--- src/rtl/nx_node_arbiter_pkg.sv ---
// Shared node message definitions used by the mesh node datapath.
// node_message_t is the single-beat unit carried between node blocks.
package NXConstants;

  localparam int MESSAGE_WIDTH = 32;

  typedef struct packed {
    logic [3:0]  row;
    logic [3:0]  column;
    logic [1:0]  command;
    logic [21:0] payload;
  } node_message_t;

endpackage

--- src/rtl/nx_arbiter_rr.sv ---
// Combinational round-robin picker: first requester at or after ptr,
// wrapping modulo STREAMS so non-power-of-2 counts work.
module nx_arbiter_rr #(
  parameter int STREAMS = 4,
  parameter int PTR_W   = $clog2(STREAMS)
) (
  input  logic [STREAMS-1:0] req,
  input  logic [PTR_W-1:0]   ptr,
  output logic [STREAMS-1:0] grant,
  output logic [PTR_W-1:0]   idx
);

  int               sum;
  logic [PTR_W-1:0] k;
  logic             found;

  always_comb begin
    grant = '0;
    idx   = '0;
    found = 1'b0;
    sum   = 0;
    k     = '0;
    for (int off = 0; off < STREAMS; off++) begin
      sum = int'(ptr) + off;
      if (sum >= STREAMS) sum = sum - STREAMS;
      k = PTR_W'(sum);
      if (!found && req[k]) begin
        found    = 1'b1;
        grant[k] = 1'b1;
        idx      = k;
      end
    end
  end

endmodule

--- src/rtl/nx_node_arbiter.sv ---
// Round-robin message arbiter feeding a node's outbound distributor through a
// one-entry holding register. Define NX_ARB_PRIORITY_EN for source-0 priority
// with starvation override of sources 1..STREAMS-1.
module nx_node_arbiter
  import NXConstants::*;
#(
  parameter int STREAMS      = 4,
  parameter int STARVE_LIMIT = 8
) (
  input  logic                                  i_clk,
  input  logic                                  i_rst,
  output logic                                  o_idle,
  input  logic [STREAMS-1:0][MESSAGE_WIDTH-1:0] i_inbound_data,
  input  logic [STREAMS-1:0]                    i_inbound_valid,
  output logic [STREAMS-1:0]                    o_inbound_ready,
  output logic [MESSAGE_WIDTH-1:0]              o_outbound_data,
  output logic                                  o_outbound_valid,
  input  logic                                  i_outbound_ready
);

  localparam int PTR_W    = $clog2(STREAMS);
  localparam int STARVE_W = 8;

  if (STREAMS < 2 || STREAMS > 8 || STARVE_LIMIT < 1 || STARVE_LIMIT > 255) begin : g_bad_param
    $error("nx_node_arbiter: parameter out of range");
  end

  // Handshakes: a beat moves on a port only in a cycle where its valid and
  // ready are both high at the rising edge; valid never waits on ready.
  logic             hold_valid;
  node_message_t    hold_data;
  logic [PTR_W-1:0] rr_ptr;
  logic             load;
  logic [STREAMS-1:0] rr_req, rr_grant, sel, grant;
  logic [PTR_W-1:0]   rr_idx, sel_idx;
  logic               ptr_move, any_grant;

  nx_arbiter_rr #(.STREAMS(STREAMS), .PTR_W(PTR_W)) u_rr (
    .req   (rr_req),
    .ptr   (rr_ptr),
    .grant (rr_grant),
    .idx   (rr_idx)
  );

`ifdef NX_ARB_PRIORITY_EN
  logic [STARVE_W-1:0] starve_cnt [STREAMS-1:1];
  logic [STREAMS-1:0]  starved;

  assign rr_req = i_inbound_valid & ~STREAMS'(1);

  always_comb begin
    starved = '0;
    for (int n = 1; n < STREAMS; n++)
      starved[n] = i_inbound_valid[n] && (starve_cnt[n] >= STARVE_W'(STARVE_LIMIT));
  end

  // Starved sources beat source 0; the descending loop leaves the lowest index.
  always_comb begin
    sel      = rr_grant;
    sel_idx  = rr_idx;
    ptr_move = 1'b1;
    if (|starved) begin
      for (int n = STREAMS - 1; n >= 1; n--)
        if (starved[n]) begin
          sel     = STREAMS'(1) << n;
          sel_idx = PTR_W'(n);
        end
    end else if (i_inbound_valid[0]) begin
      sel      = STREAMS'(1);
      sel_idx  = '0;
      ptr_move = 1'b0;
    end
  end

  always_ff @(posedge i_clk or negedge i_rst) begin
    if (!i_rst) begin
      for (int n = 1; n < STREAMS; n++) starve_cnt[n] <= '0;
    end else begin
      for (int n = 1; n < STREAMS; n++) begin
        if (!i_inbound_valid[n] || grant[n])
          starve_cnt[n] <= '0;
        else if (load && starve_cnt[n] != '1)
          starve_cnt[n] <= starve_cnt[n] + 1'b1;
      end
    end
  end
`else
  assign rr_req   = i_inbound_valid;
  assign sel      = rr_grant;
  assign sel_idx  = rr_idx;
  assign ptr_move = 1'b1;
`endif

  assign load = !hold_valid || i_outbound_ready;
  // Gating with reset keeps a source from handing over a beat that reset would discard.
  assign grant     = (load && i_rst) ? sel : '0;
  assign any_grant = |grant;

  always_ff @(posedge i_clk or negedge i_rst) begin
    if (!i_rst) begin
      hold_valid <= 1'b0;
      hold_data  <= '0;
      rr_ptr     <= '0;
    end else if (load) begin
      hold_valid <= any_grant;
      if (any_grant) hold_data <= i_inbound_data[sel_idx];
      if (any_grant && ptr_move)
        rr_ptr <= (sel_idx == PTR_W'(STREAMS - 1)) ? '0 : sel_idx + 1'b1;
    end
  end

  assign o_inbound_ready  = grant;
  assign o_outbound_valid = hold_valid;
  assign o_outbound_data  = hold_data;
  assign o_idle           = !hold_valid && !(|i_inbound_valid);

endmodule

--- config.mk ---
export PLATFORM = sky130hd
export DESIGN_NAME = nx_node_arbiter
export DESIGN_NICKNAME = d
export VERILOG_FILES = /design/src/rtl/nx_node_arbiter_pkg.sv /design/src/rtl/nx_arbiter_rr.sv /design/src/rtl/nx_node_arbiter.sv
export SDC_FILE = /design/constraint.sdc
export NUM_CORES = 1
export LEC_CHECK = 0
export BUFFER_PORTS_ARGS = -buffer_cell sky130_fd_sc_hd__buf_4
export CORE_UTILIZATION = 28
export DETAILED_ROUTE_END_ITERATION = 10
export PLACE_DENSITY_LB_ADDON = 0.08
export SKIP_CTS_REPAIR_TIMING = 1
export SYNTH_ARGS = -nofsm -noshare
export SYNTH_HDL_FRONTEND = slang
export SYNTH_SLANG_ARGS = --single-unit
--- constraint.sdc ---
create_clock -name i_clk -period 3.3 [get_ports i_clk]
set_clock_uncertainty 0.05 [all_clocks]
set_input_delay 0.165 -clock i_clk [delete_from_list [all_inputs] [get_ports i_clk]]
set_output_delay 0.165 -clock i_clk [all_outputs]
set_load 0.01 [all_outputs]
==> parameters.txt, run 1 <==
Parameter                              Value

Run status
  Status ... completed

Global routing
  Antenna violations before repair ... 0
  Gr usage total ... 19.9%
  Global route overflow ... 0
  Largest net degree at the start of global routing ... 81
  Vias in the first global route ... 4,463
  Wire length of the first global-routing pass ... 23,100 µm

STA
  Worst slew pin tran ... 0.729 ns
  Setup repair after global routing missed its margin ... no
  Final count of pins violating max slew ... 0
  Number of hold violations in the final report ... 0
  Tightest slew margin relative to the limit ... 51.4%
  Crit path time final ... 3.10 ns
  Fraction of the cycle the final worst path needs ... 93.8%
  Number of setup violations in the final report ... 0
  Post-route worst setup slack ... 0.203 ns
  Highest clock rate ... 323 MHz
  Summed negative setup slack over all endpoints ... 0 ns

Place
  Port bufs ... 172
  Placed wire-length estimate ... 9910 µm
  Post-Place Setup Slack ... 0.175 ns
  Weighted congestion reported at the end of routability-driven placement ... 0.796

Yosys
  Area of the mapped netlist ... 3960 µm²
  Async set-or-reset flop fraction in the synthesized netlist ... 100%
  Distinct cell type count after synthesis ... 41
  Sequential area share after synthesis ... 22.1%
  Area fraction of the dominant cell type after synthesis ... 22.1%
  Warnings, synthesis ... 0
  Number of flip-flops and latches in the synthesized netlist ... 35
  Number of nets produced by synthesis ... 689
  Average cell area after synthesis ... 7.23 µm²
  Cell types occupying the most area after synthesis ... dfrtp_1 22%, o2111ai_1 14%, nand2_1 13%, or3_1 10%, nand3_1 8.2%
  Largest area contributor in the synthesized netlist ... dfrtp_1
  Most common flop cell mapped by yosys ... dfrtp_1
  Number of enable flip-flop cells after synthesis ... 0
  Cells after synthesis ... 547

Clocking
  Sinks on the clock net ... 35
  Number of buffers created by CTS ... 5
  Clock latency at the later pin of the worst-skew pair ... 0.28 ns
  Max H-tree Level ... 2
  Post-CTS clock slew at the launch and capture registers of the worst setup and hold paths ... 0.06 ns
  TritonCTS clock tree ... done
  Clock root buffer ... clkbuf_16
  Longest Clk Path Bufs ... 2

Hold path
  Worst hold path class ... in2reg
  Worst Hold Launch ... i_outbound_ready

Route
  Number of nets with antenna violations after routing ... 0
  DRC marker count from the first detailed-route iteration ... 281
  Post-DR vias/cell ... 5.55
  Number of vias after detailed routing ... 4,791
  Mean routed wirelength per cell ... 17.5 µm
  Total wirelength of the detailed-routed design ... 15,100 µm
  Count of unresolved DRC violations after routing ... 0
  Pre-Repair DR Iteration Count ... 4

Die
  Number of rows in the core area ... 43
  Die ar. ... 14,600 µm²
  Height of the die ... 121 µm
  Core Region ... 13,800 µm²
  Die X ... 121 µm
  Number of top-level pins ... 173
  Initial Utilization ... 28.6%

Flow run
  Max Cap Violations ... 0

Pwr
  Net switching component of the power ... 3060 µW
  Switching power share of the total ... 52.3%
  Relative contribution of sequential cells to total power ... 14.5%
  PD cells ... 1060 nW/µm²
  Pint ... 2790 µW
  Max IR drop VDD ... 0.539 mV
  Gate power share ... 76.6%
  Final total power ... 5850 µW
  P_leak ... 0.00232 µW
  Share of total power in the clock network ... 8.9%

Final layout
  Area occupied by multi-input gates ... 2810 µm²
  Proportion of layout cells with a drive suffix above 1 ... 33.5%
  Fill cell instance count of the final layout ... 1,464
  Diodes inserted ... 0
  Final net count ... 824
  Area Growth Syn to Fin ... 39.8%
  Share of the core filled with cells in the final layout ... 40.0%
  Area occupied by registers ... 880 µm²

Critical path
  Required arrival time at the worst endpoint ... 3.45 ns
  Startpoint of the worst-slack reg-to-reg timing path ... rr_ptr[1]
  Startpoint kind of the worst setup timing path ... flop
  R2r setup slk ... 0.20 ns
  Maximum net fanout on the critical path ... 28
  Critical path data arrival time ... 3.25 ns
  First element of the critical path ... rr_ptr[1]
  WS Path Type ... reg2reg
  Crit path capture type ... flop
-- worst paths after layout --
path / endpoint / depth (start not counted)
min in group asynchronous: o_outbound_valid / 3
min: o_outbound_valid / 3
max in group asynchronous: rr_ptr[0] / 3
max reg2reg: o_outbound_data[20] / 10
max: o_outbound_data[20] / 10
min reg2reg: o_outbound_valid / 2
-- flip-flops by register name (all words and copies together), names as in the netlist --
name / cells
o_outbound_valid: 1
rr_ptr: 2
o_outbound_data: 32
-- cells by family (layout without fill, tap and decap cells) --
kind of cell | count (synthesis) | in the layout | share of synthesized area, %
multiplexers | 8 | 8 | 3.35
AND/OR/NAND/NOR | 316 | 316 | 37.5
flip-flops | 35 | 35 | 22.1
XOR/XNOR | 1 | 1 | 0.221
buffers and inverters | 60 | 196 | 7.50
adder cells (fa/ha/maj) | 7 | 7 | 2.21
AO/OA/AOI/OAI | 120 | 120 | 27.1
-- Yosys cell counts, types with 2 or more instances --
| cell type | instances |
|---|---|
| nand2_1 | 134 |
| o21ai_0 | 4 |
| clkbuf_1 | 28 |
| nor2_1 | 41 |
| buf_4 | 7 |
| or2_2 | 2 |
| nand3b_1 | 3 |
| a2bb2oi_1 | 2 |
| mux2i_1 | 2 |
| or3_1 | 64 |
| a31oi_1 | 12 |
| ha_1 | 7 |
| buf_2 | 18 |
| o2111ai_1 | 64 |
| dfrtp_1 | 35 |
| inv_1 | 3 |
| a31oi_2 | 20 |
| mux2_2 | 2 |
| a21oi_1 | 7 |
| buf_6 | 3 |
| a221o_1 | 2 |
| mux4_2 | 4 |
| nand3_1 | 65 |
-- through the flow --
stage	cells	cell area (µm²)	hold WS [ns]
3_3_place_gp	854	5350	0.226
2_1_floorplan	547	3960	-0.181
4_1_cts	862	5510	-0.0759
6_report	863	5530	0.106
5_1_grt	863	5530	0.158
3_5_place_dp	854	5350	0.224
-- area by class of cell --
cell class                 count  area share, %
clock buffer                   7           2.76
clock inverter                 1          0.136
inverter                       3          0.204
multi-input combinational    452           50.7
sequential                    35           15.9
tap                          180           4.07
timing repair buffer         185           26.2
-- power by group through the flow --
stage | Clock (µW) | Sequential [µW] | Combinational (µW)
2_1_floorplan | 0 | 891 | 3110
3_3_place_gp | 0 | 850 | 4390
3_5_place_dp | 0 | 854 | 4490
4_1_cts | 533 | 852 | 4510
5_1_grt | 549 | 876 | 4950
6_report | 521 | 847 | 4480
-- critical path, cell delays in order, from the launching register on --
cell and delay (ns):
dfrtp_1 0.51, inv_1 0.19, ha_1 0.45, mux4_2 0.47, nand3b_1 0.22, a2bb2oi_1 0.26, a21oi_2 0.08, a31oi_4 0.24
buf_6 0.30, nor2_1 0.09, a31oi_2 0.14
-- metal layers --
| metal | share of wire (%) | routed length (µm) | GRT usage [%] | vias to the layer above |
|---|---|---|---|---|
| li1 | - | - | - | 2319 |
| met1 | 44 | 6690 | 25.3 | 2279 |
| met2 | 46 | 6980 | 33.0 | 171 |
| met3 | 7.1 | 1070 | 4.61 | 22 |
| met4 | 2.2 | 325 | 6.87 | 0 |
| met5 | 0 | 0 | 0 | - |
-- layout by cell type, fill, tap and decap left out, types with 2 or more instances in the layout --
cell and instances:
clkbuf_8 2, mux2_2 2, mux4_2 4, dfrtp_1 34, nand3_1 65, nor2_1 39
inv_1 3, mux2i_1 2, a2bb2oi_1 2, o21ai_0 4, buf_12 4, a221o_1 2
or3_1 64, ha_1 7, a21oi_1 7, nand2_1 134, a31oi_1 12, nand3b_1 3
buf_4 178, or2_2 2, clkbuf_16 5, buf_6 2, o2111ai_1 64, nor2_4 2
a31oi_2 20
No activity file was read; power rests on OpenSTA's default activity.
==> run 2: changes to the inputs <==
CTS_BUF_LIST = sky130_fd_sc_hd__clkbuf_4 sky130_fd_sc_hd__clkbuf_8   (was default)
==> run 2 against run 1 <==
Net effect:
- critical path depth is the same
- largest power group unchanged
- combinational power about the same
- count of clock-buffer cells in the layout unchanged
- register-to-register slack worse by 0.02 ns
- highest routed layer unchanged
- critical path type unchanged
- fmax shrank 0.56%
==> parameters.txt, run 2 (synthesized netlist as in run 1, its figures left out) <==
Parameter                              Value

Final layout
  Diodes inserted ... 0
  Proportion of layout cells with a drive suffix above 1 ... 33.5%
  Final net count ... 824
  Area Growth Syn to Fin ... 38.4%
  Leading cell type in the layout, fill and taps excluded ... buf_4
  Fill cell instance count of the final layout ... 1,473
  Share of the core filled with cells in the final layout ... 39.6%
  Commonest non-fill, non-tap cells in the layout ... 178 x buf_4, 134 x nand2_1, 65 x nand3_1
  Flip-flop count of the largest register after layout ... 32

Route
  Number of nets with antenna violations after routing ... 0
  Post-DR vias/cell ... 5.60
  Total wirelength of the detailed-routed design ... 15,100 µm
  Number of vias after detailed routing ... 4,837
  Count of unresolved DRC violations after routing ... 0
  Mean routed wirelength per cell ... 17.5 µm
  Pre-Repair DR Iteration Count ... 5
  DRC marker count from the first detailed-route iteration ... 287

Die
  Height of the die ... 121 µm
  Die X ... 121 µm
  Number of rows in the core area ... 43
  Die ar. ... 14,600 µm²
  Initial Utilization ... 28.6%
  Core Region ... 13,800 µm²
  Number of top-level pins ... 173

STA
  Crit path time final ... 3.11 ns
  Final count of pins violating max slew ... 0
  Number of setup violations in the final report ... 0
  Highest clock rate ... 321 MHz
  Fraction of the cycle the final worst path needs ... 94.4%
  Summed negative setup slack over all endpoints ... 0 ns
  Number of hold violations in the final report ... 0
  Tightest slew margin relative to the limit ... 51.3%
  Worst slew pin tran ... 0.730 ns
  Setup repair after global routing missed its margin ... no

Critical path
  Stages on worst setup path ... 10
  Largest delay share family, worst path ... compound AO/OA/AOI/OAI gates
  Worst Reg-to-Reg Cells ... 10
  WS Path Type ... reg2reg
  Crit path capture type ... flop
  Startpoint kind of the worst setup timing path ... flop
  First element of the critical path ... rr_ptr[1]
  Maximum net fanout on the critical path ... 28
  Master of the slowest instance on the critical path ... dfrtp_1
  Crit-path cells ... inv_1, ha_1, mux4_2, nand3b_1, a2bb2oi_1, a21oi_2, a31oi_4, buf_6, nor2_1, a31oi_2
  End point of the critical path ... o_outbound_data[20]
  Delay of the slowest cell on the worst path ... 0.52 ns
  Capturing point of the worst reg2reg path ... o_outbound_data[20]
  Critical path data arrival time ... 3.28 ns
  Number of buffers and inverters on the critical path ... 2
  Required arrival time at the worst endpoint ... 3.47 ns
  R2r setup slk ... 0.19 ns
  Startpoint of the worst-slack reg-to-reg timing path ... rr_ptr[1]

Clocking
  Clock root buffer ... clkbuf_8
  Number of buffers created by CTS ... 5
  Longest Clk Path Bufs ... 2
  Max H-tree Level ... 2
  Clock latency at the later pin of the worst-skew pair ... 0.29 ns
  TritonCTS clock tree ... done
  Sinks on the clock net ... 35
  Post-CTS clock slew at the launch and capture registers of the worst setup and hold paths ... 0.08 ns

Global routing
  Gr usage total ... 20.0%
  Largest net degree at the start of global routing ... 81
  Vias in the first global route ... 4,468
  Global route overflow ... 0
  Antenna violations before repair ... 0
  Wire length of the first global-routing pass ... 23,100 µm

Place
  Weighted congestion reported at the end of routability-driven placement ... 0.796
  Port bufs ... 172
  Placed wire-length estimate ... 9910 µm

Pwr
  Max IR drop VDD ... 0.534 mV
  Final total power ... 5710 µW
  PD cells ... 1040 nW/µm²
  Relative contribution of sequential cells to total power ... 14.8%
  Gate power share ... 78.7%
  Net switching component of the power ... 3050 µW
  P_leak ... 0.00229 µW
  Pint ... 2650 µW
  Switching power share of the total ... 53.5%
  Share of total power in the clock network ... 6.5%

Flow run
  Max Cap Violations ... 0

Run status
  Status ... completed

Hold path
  Worst hold path class ... in2reg
run 2: worst min-delay path by stage:
| stage | end | cells after the start | slack, ns | startpoint |
|---|---|---|---|---|
| 3_5_place_dp | o_outbound_valid | 2 | 0.22 | i_rst |
| 6_report | o_outbound_valid | 3 | 0.09 | i_outbound_ready |
| 2_1_floorplan | o_outbound_data[0] | 0 | -0.18 | i_rst |
| 3_3_place_gp | o_outbound_valid | 2 | 0.23 | i_rst |
| 5_1_grt | o_outbound_valid | 3 | 0.14 | i_outbound_ready |
| 4_1_cts | o_outbound_data[25] | 2 | -0.10 | i_rst |
run 2: tightest hold or removal path: stages:
cell      delay [ns]
buf_4           0.07
nand2b_1        0.11
nand2_1         0.05
run 2: final cells by class:
class | instances | area (µm²) | share of cell area [%]
Multi-Input combinational cell | 452 | 2810 | 51.3
Inverter | 3 | 11.3 | 0.206
Clock inverter | 1 | 7.51 | 0.137
Sequential cell | 35 | 880 | 16.1
Timing Repair Buffer | 185 | 1450 | 26.5
Tap cell | 180 | 225 | 4.11
Clock buffer | 7 | 96.3 | 1.76
run 2: metrics by stage:
| step | setup WS, ns | instance area, µm² | hold WS (ns) | cells |
|---|---|---|---|---|
| after floorplan | 0.495 | 3960 | -0.181 | 547 |
| after global placement | 0.319 | 5350 | 0.226 | 854 |
| after detailed placement | 0.175 | 5350 | 0.224 | 854 |
| after CTS | 0.141 | 5460 | -0.101 | 862 |
| after global routing | 0.0103 | 5480 | 0.136 | 863 |
| final | 0.186 | 5480 | 0.0879 | 863 |
run 2: routing by layer:
metal | global-route usage, % | vias to the layer above | share of wire, %
met4 | 7.10 | 0 | 2.2
li1 | - | 2317 | -
met1 | 25.4 | 2296 | 43
met3 | 4.61 | 21 | 8.0
met2 | 32.9 | 203 | 47
met5 | 0 | - | 0
run 2: power groups by stage:
stage / logic, µW / clock network (µW) / registers, µW
4_1_cts: 4510 / 389 / 850
6_report: 4490 / 374 / 845
3_5_place_dp: 4490 / 0 / 854
5_1_grt: 4950 / 406 / 875
2_1_floorplan: 3110 / 0 / 891
3_3_place_gp: 4390 / 0 / 850
